===== src/rtl/button_conditioner.sv =====
// Multi-channel push-button conditioner. Each channel has a two-flop synchroniser,
// a debounce in both directions, press/release strobes and an optional typematic auto-repeat.
module button_conditioner #(
   parameter int NUM_CH          = 5,
   parameter int DEBOUNCE_CYCLES = 500000,
   parameter int HOLD_CYCLES     = 25000000,
   parameter int REPEAT_CYCLES   = 10000000
) (
   input  logic              clk,
   input  logic              reset,
   input  logic [NUM_CH-1:0] button_in,
   input  logic [NUM_CH-1:0] repeat_en,
   output logic [NUM_CH-1:0] button_level,
   output logic [NUM_CH-1:0] button_press,
   output logic [NUM_CH-1:0] button_release,
   output logic [NUM_CH-1:0] button_repeat
);

   localparam int HOLD_MAX = (HOLD_CYCLES > REPEAT_CYCLES) ? HOLD_CYCLES : REPEAT_CYCLES;
   localparam int STABLE_W = $clog2(DEBOUNCE_CYCLES) + 1;
   localparam int HOLD_W   = $clog2(HOLD_MAX) + 1;

   localparam logic [STABLE_W-1:0] STABLE_ONE   = STABLE_W'(1);
   localparam logic [STABLE_W-1:0] STABLE_LAST  = STABLE_W'(DEBOUNCE_CYCLES - 1);
   localparam logic [HOLD_W-1:0]   HOLD_ONE     = HOLD_W'(1);
   localparam logic [HOLD_W-1:0]   HOLD_LIMIT   = HOLD_W'(HOLD_CYCLES);
   localparam logic [HOLD_W-1:0]   REPEAT_LIMIT = HOLD_W'(REPEAT_CYCLES);

   typedef enum logic [1:0] {
      RELEASED,
      PRESS_WAIT,
      HELD,
      RELEASE_WAIT
   } state_e;

   logic [NUM_CH-1:0] sync1_q;
   logic [NUM_CH-1:0] sync2_q;

   always_ff @(posedge clk) begin
      if (!reset) begin
         sync1_q <= '0;
         sync2_q <= '0;
      end else begin
         sync1_q <= button_in;
         sync2_q <= sync1_q;
      end
   end

   for (genvar ch = 0; ch < NUM_CH; ch++) begin : g_ch
      state_e              state_q, state_d;
      logic [STABLE_W-1:0] stable_q, stable_d;
      logic [HOLD_W-1:0]   hold_q, hold_d;
      logic                repeating_q, repeating_d;
      logic                level_q, level_d;
      logic                press_q, press_d;
      logic                release_q, release_d;
      logic                repeat_q, repeat_d;
      logic                syncBit;
      logic [HOLD_W-1:0]   holdLimit;

      assign syncBit   = sync2_q[ch];
      // The first strobe waits the full hold time; later ones use the shorter repeat period.
      assign holdLimit = repeating_q ? REPEAT_LIMIT : HOLD_LIMIT;

      always_ff @(posedge clk) begin
         if (!reset) begin
            state_q     <= RELEASED;
            stable_q    <= '0;
            hold_q      <= '0;
            repeating_q <= 1'b0;
            level_q     <= 1'b0;
            press_q     <= 1'b0;
            release_q   <= 1'b0;
            repeat_q    <= 1'b0;
         end else begin
            state_q     <= state_d;
            stable_q    <= stable_d;
            hold_q      <= hold_d;
            repeating_q <= repeating_d;
            level_q     <= level_d;
            press_q     <= press_d;
            release_q   <= release_d;
            repeat_q    <= repeat_d;
         end
      end

      always_comb begin
         state_d = state_q;
         unique case (state_q)
            RELEASED: begin
               if (syncBit) state_d = PRESS_WAIT;
            end
            PRESS_WAIT: begin
               if (!syncBit)                    state_d = RELEASED;
               else if (stable_q == STABLE_LAST) state_d = HELD;
            end
            HELD: begin
               if (!syncBit) state_d = RELEASE_WAIT;
            end
            RELEASE_WAIT: begin
               if (syncBit)                     state_d = HELD;
               else if (stable_q == STABLE_LAST) state_d = RELEASED;
            end
            default: state_d = RELEASED;
         endcase
      end

      // Counters and registered strobes; the hold count is left untouched outside HELD
      // so a bounce back from RELEASE_WAIT resumes the repeat timing where it stopped.
      always_comb begin
         stable_d    = '0;
         hold_d      = hold_q;
         repeating_d = repeating_q;
         level_d     = level_q;
         press_d     = 1'b0;
         release_d   = 1'b0;
         repeat_d    = 1'b0;
         unique case (state_q)
            RELEASED: begin
               if (syncBit) stable_d = STABLE_ONE;
            end
            PRESS_WAIT: begin
               if (syncBit) begin
                  if (stable_q == STABLE_LAST) begin
                     level_d     = 1'b1;
                     press_d     = 1'b1;
                     hold_d      = '0;
                     repeating_d = 1'b0;
                  end else begin
                     stable_d = stable_q + STABLE_ONE;
                  end
               end
            end
            HELD: begin
               if (!syncBit) begin
                  stable_d = STABLE_ONE;
               end else if (!repeat_en[ch]) begin
                  hold_d      = '0;
                  repeating_d = 1'b0;
               end else if (hold_q + HOLD_ONE == holdLimit) begin
                  repeat_d    = 1'b1;
                  hold_d      = '0;
                  repeating_d = 1'b1;
               end else begin
                  hold_d = hold_q + HOLD_ONE;
               end
            end
            RELEASE_WAIT: begin
               if (!syncBit) begin
                  if (stable_q == STABLE_LAST) begin
                     level_d   = 1'b0;
                     release_d = 1'b1;
                  end else begin
                     stable_d = stable_q + STABLE_ONE;
                  end
               end
            end
            default: begin
               stable_d = '0;
            end
         endcase
      end

      assign button_level[ch]   = level_q;
      assign button_press[ch]   = press_q;
      assign button_release[ch] = release_q;
      assign button_repeat[ch]  = repeat_q;
   end

endmodule


===== config.mk =====
export PLATFORM = sky130hd
export DESIGN_NAME = button_conditioner
export DESIGN_NICKNAME = d
export VERILOG_FILES = /design/src/rtl/button_conditioner.sv
export SDC_FILE = /design/constraint.sdc
export NUM_CORES = 1
export LEC_CHECK = 0
export ABC_AREA = 0
export ABC_CLOCK_PERIOD_IN_PS = 3890
export CAP_MARGIN = 20
export CELL_PAD_IN_SITES_DETAIL_PLACEMENT = 0
export CELL_PAD_IN_SITES_GLOBAL_PLACEMENT = 1
export CORE_MARGIN = 10
export CORE_UTILIZATION = 35
export CTS_CLUSTER_SIZE = 30
export DETAILED_ROUTE_END_ITERATION = 16
export DONT_BUFFER_PORTS = 1
export PLACE_DENSITY = 0.57
export SYNTH_ARGS = -nofsm -noshare
export SYNTH_HDL_FRONTEND = slang
export SYNTH_SLANG_ARGS = --single-unit

===== constraint.sdc =====
create_clock -name clk -period 3.89 [get_ports clk]
set_input_delay 0.389 -clock clk [delete_from_list [all_inputs] [get_ports clk]]
set_output_delay 0.389 -clock clk [all_outputs]
set_load 0.02 [all_outputs]

==> impl_metrics.yaml <==
outcome:
  status: "complete, no violations"
floorplan:
  fp.dieH_um: 227
  die-area_um2: 51300
  io_pins: 32
  rows: 75
  dieWidth_um: 227
  core_um2: 42000
  start_util_pct: 35.5
placement:
  dp_slack_ns: 0.208
  io_buffers: 0
  dp_hpwl_um: 26400
  placed_area_um2: 15300
  place_congestion: 0.814
hold_path:
  hold_class: "in2reg"
grt:
  grt_pass1_vias: 12446
  grt_pass1_wl_um: 65800
  antenna_found_initial: 0
  globalRoute.totalOverflow: 0
  track_usage_pct: 15.3
  grt_max_degree: 33
cts:
  clk_path_buf_depth: 3
  cts_sinks: 275
  cts_root_buf: "clkbuf_16"
  cts_max_level: 2
  cts_tree: "built"
  cts.clk_slew.worst_paths_ns: 0.05
  cts_buffers: 37
  postCtsSetupRepairBufs: 0
  clock_latency_ns: 0.56
job:
  max-cap-violations: 0
setup_path:
  crit_path_frequent_cell: "a31oi_1"
  path_cells: "and4_1, nand4_1, nor2_2, xnor2_1, or4_1, or3_1, a2111o_2, buf_4, a31oi_1, a31oi_1"
  cp_slowest_cell: "a2111o_2"
  crit_path_start_kind: "flop"
  cp-end-kind: "flop"
  critPathKind: "reg2reg"
  required_ns: 4.30
  crit_arrival_ns: 4.04
  crit_path_max_incr_delay_ns: 0.63
  cp_max_fo: 20
yosys:
  synth_enable_flop_cells: 0
  yosys_most_used_dff: "dfxtp_1"
  synth-seq-cells: 275
  async_reset_ff_share_pct: 0
  synthesis.area_um2: 14900
  seq_area_frac_synth_pct: 36.9
  synthCells: 1890
  synthDistinctLibCells: 79
  syn-mean-instance-area_um2: 7.90
  syn_nets: 1912
  synth_warnings: 0
timing:
  slew_headroom_pct: 37.2
  hold_viol: 0
  setup-tns-final_ns: 0
  fmax_ghz: 0.275
  fin_ws_ns: 0.254
  hold_slack_ns: 0.0333
  setup_violations: 0
  drv_slew: 0
  finalCriticalPeriod_ns: 3.64
  finalCritPeriodShare_pct: 93.5
  worst_pin_slew_ns: 0.943
  rsz0062_at_grt: "false"
  clock_skew_ns: 0.0167
layout:
  layout_common_cells: "dfxtp_1 (275), nor2_1 (231), nand2_1 (189), nand3_1 (141), xnor2_1 (84)"
  area_delta_synth_final_pct: 10.9
  layout_commonest_cell: "dfxtp_1"
  drive_gt1_share_pct: 6.81
  nets: 1876
  final_area_um2: 16600
  n_antenna_cell: 0
power:
  p_leak_nw: 5.39
  ir_drop_mv: 0.227
  power_density_nw_per_um2: 368
detailed_routing:
  drc: 0
  vias: 13086
  drtIter0Drc: 686
  antenna_left: 0
  wl_per_cell_um: 16.1
  routed_wl_um: 39000
  firstDrtPassIters: 5
  vias_per_cell: 5.41
==> cell usage after synthesis (all sizes together) (7+ instances only) <==
cell	instances	area (µm²)
nor4	33	206
nor4b	14	123
and3	46	288
nand4b	8	70.1
mux2i	20	200
clkbuf	82	310
nor2b	16	100
xnor2	84	736
or4	20	150
a22o	10	87.6
nand3	143	721
and2	35	219
nand2	189	709
and4	18	158
xor2	83	727
o31ai	9	67.6
a211oi	7	57.6
a31oi	49	307
a21o	10	75.1
o21ai	57	285
a21oi	57	285
o211ai	7	52.6
a22oi	9	67.6
inv	44	165
nand2b	9	56.3
nand4	66	413
nor3b	7	52.6
a32oi	15	131
buf	47	303
nor2	233	880
ha	10	125
or3	30	193
dfxtp	275	5510
nor3	58	305
==> logic make-up (layout without fill, tap and decap cells) <==
logic type | Yosys count | after routing | synth area share, %
xor+xnor | 167 | 167 | 9.79
buf+inv | 174 | 164 | 5.24
compound gates | 294 | 294 | 13.3
fa+ha+maj | 10 | 10 | 0.838
mux | 22 | 22 | 1.49
simple gates | 948 | 948 | 32.4
flops | 275 | 275 | 36.9
==> final timing paths <==
path                                          from                 end  slack (ns)  cells after the start
worst max-delay path            g_ch[1].hold_q[10]  g_ch[1].hold_q[17]        0.25                     10
worst min-delay path                  repeat_en[3]  g_ch[3].hold_q[25]        0.03                      2
worst max register to register  g_ch[1].hold_q[10]  g_ch[1].hold_q[17]        0.25                     10
worst min register to register          sync1_q[3]          sync2_q[3]        0.43                      1
==> report_power, final <==
group	internal [mW]	switching [mW]	total (mW)
Sequential	2.83	0.0190	2.85
Combinational	0.0286	0.0553	0.0839
Clock	1.82	1.33	3.15
==> state kept, by name (all words and copies together) (netlist names), named ones only <==
| signal | count |
|---|---|
| g_ch.release_q | 5 |
| g_ch.level_q | 5 |
| g_ch.press_q | 5 |
| g_ch.stable_q | 100 |
| g_ch.hold_q | 130 |
| sync2_q | 5 |
| sync1_q | 5 |
| g_ch.repeat_q | 5 |
| g_ch.state_q | 5 |
| g_ch.repeating_q | 5 |
==> metrics by stage <==
stage	power [mW]	util, %	cells
4_1_cts	6.22	39.3	2419
2_1_floorplan	2.97	-	1890
3_3_place_gp	2.98	36.5	2345
3_5_place_dp	2.98	36.5	2346
5_1_grt	6.33	39.4	2419
6_report	6.09	39.4	2419
==> what timing repair did <==
item / in CTS / in global routing
resized for setup: 0 / 4
endpoints found under the setup margin: 0 / 12
hold buffers: 8 / 0
endpoints found under the hold margin: 24 / 0
==> critical path: cells and delay by family (launching register included) <==
kind	cells	cell delay [ns]
buffers and inverters	1	0.25
AND/OR/NAND/NOR	5	1.78
flip-flops	1	0.47
AO/OA/AOI/OAI	3	0.85
XOR/XNOR	1	0.12
==> metal layers <==
| layer | routed length, µm | global-route usage [%] |
|---|---|---|
| met1 | 19300 | 20.8 |
| met2 | 17300 | 24.1 |
| met3 | 1440 | 2.24 |
| met4 | 949 | 5.39 |
| met5 | 0 | 0 |
==> area by class of cell <==
| class | instances | area, µm² |
|---|---|---|
| Fill cell | 4362 | 25500 |
| Sequential cell | 275 | 5510 |
| Clock buffer | 51 | 1010 |
| Multi-Input combinational cell | 1441 | 8660 |
| Inverter | 45 | 169 |
| Timing Repair Buffer | 54 | 439 |
| Tap cell | 539 | 674 |
| Clock inverter | 14 | 100 |
(Power assumes the default switching activity.)
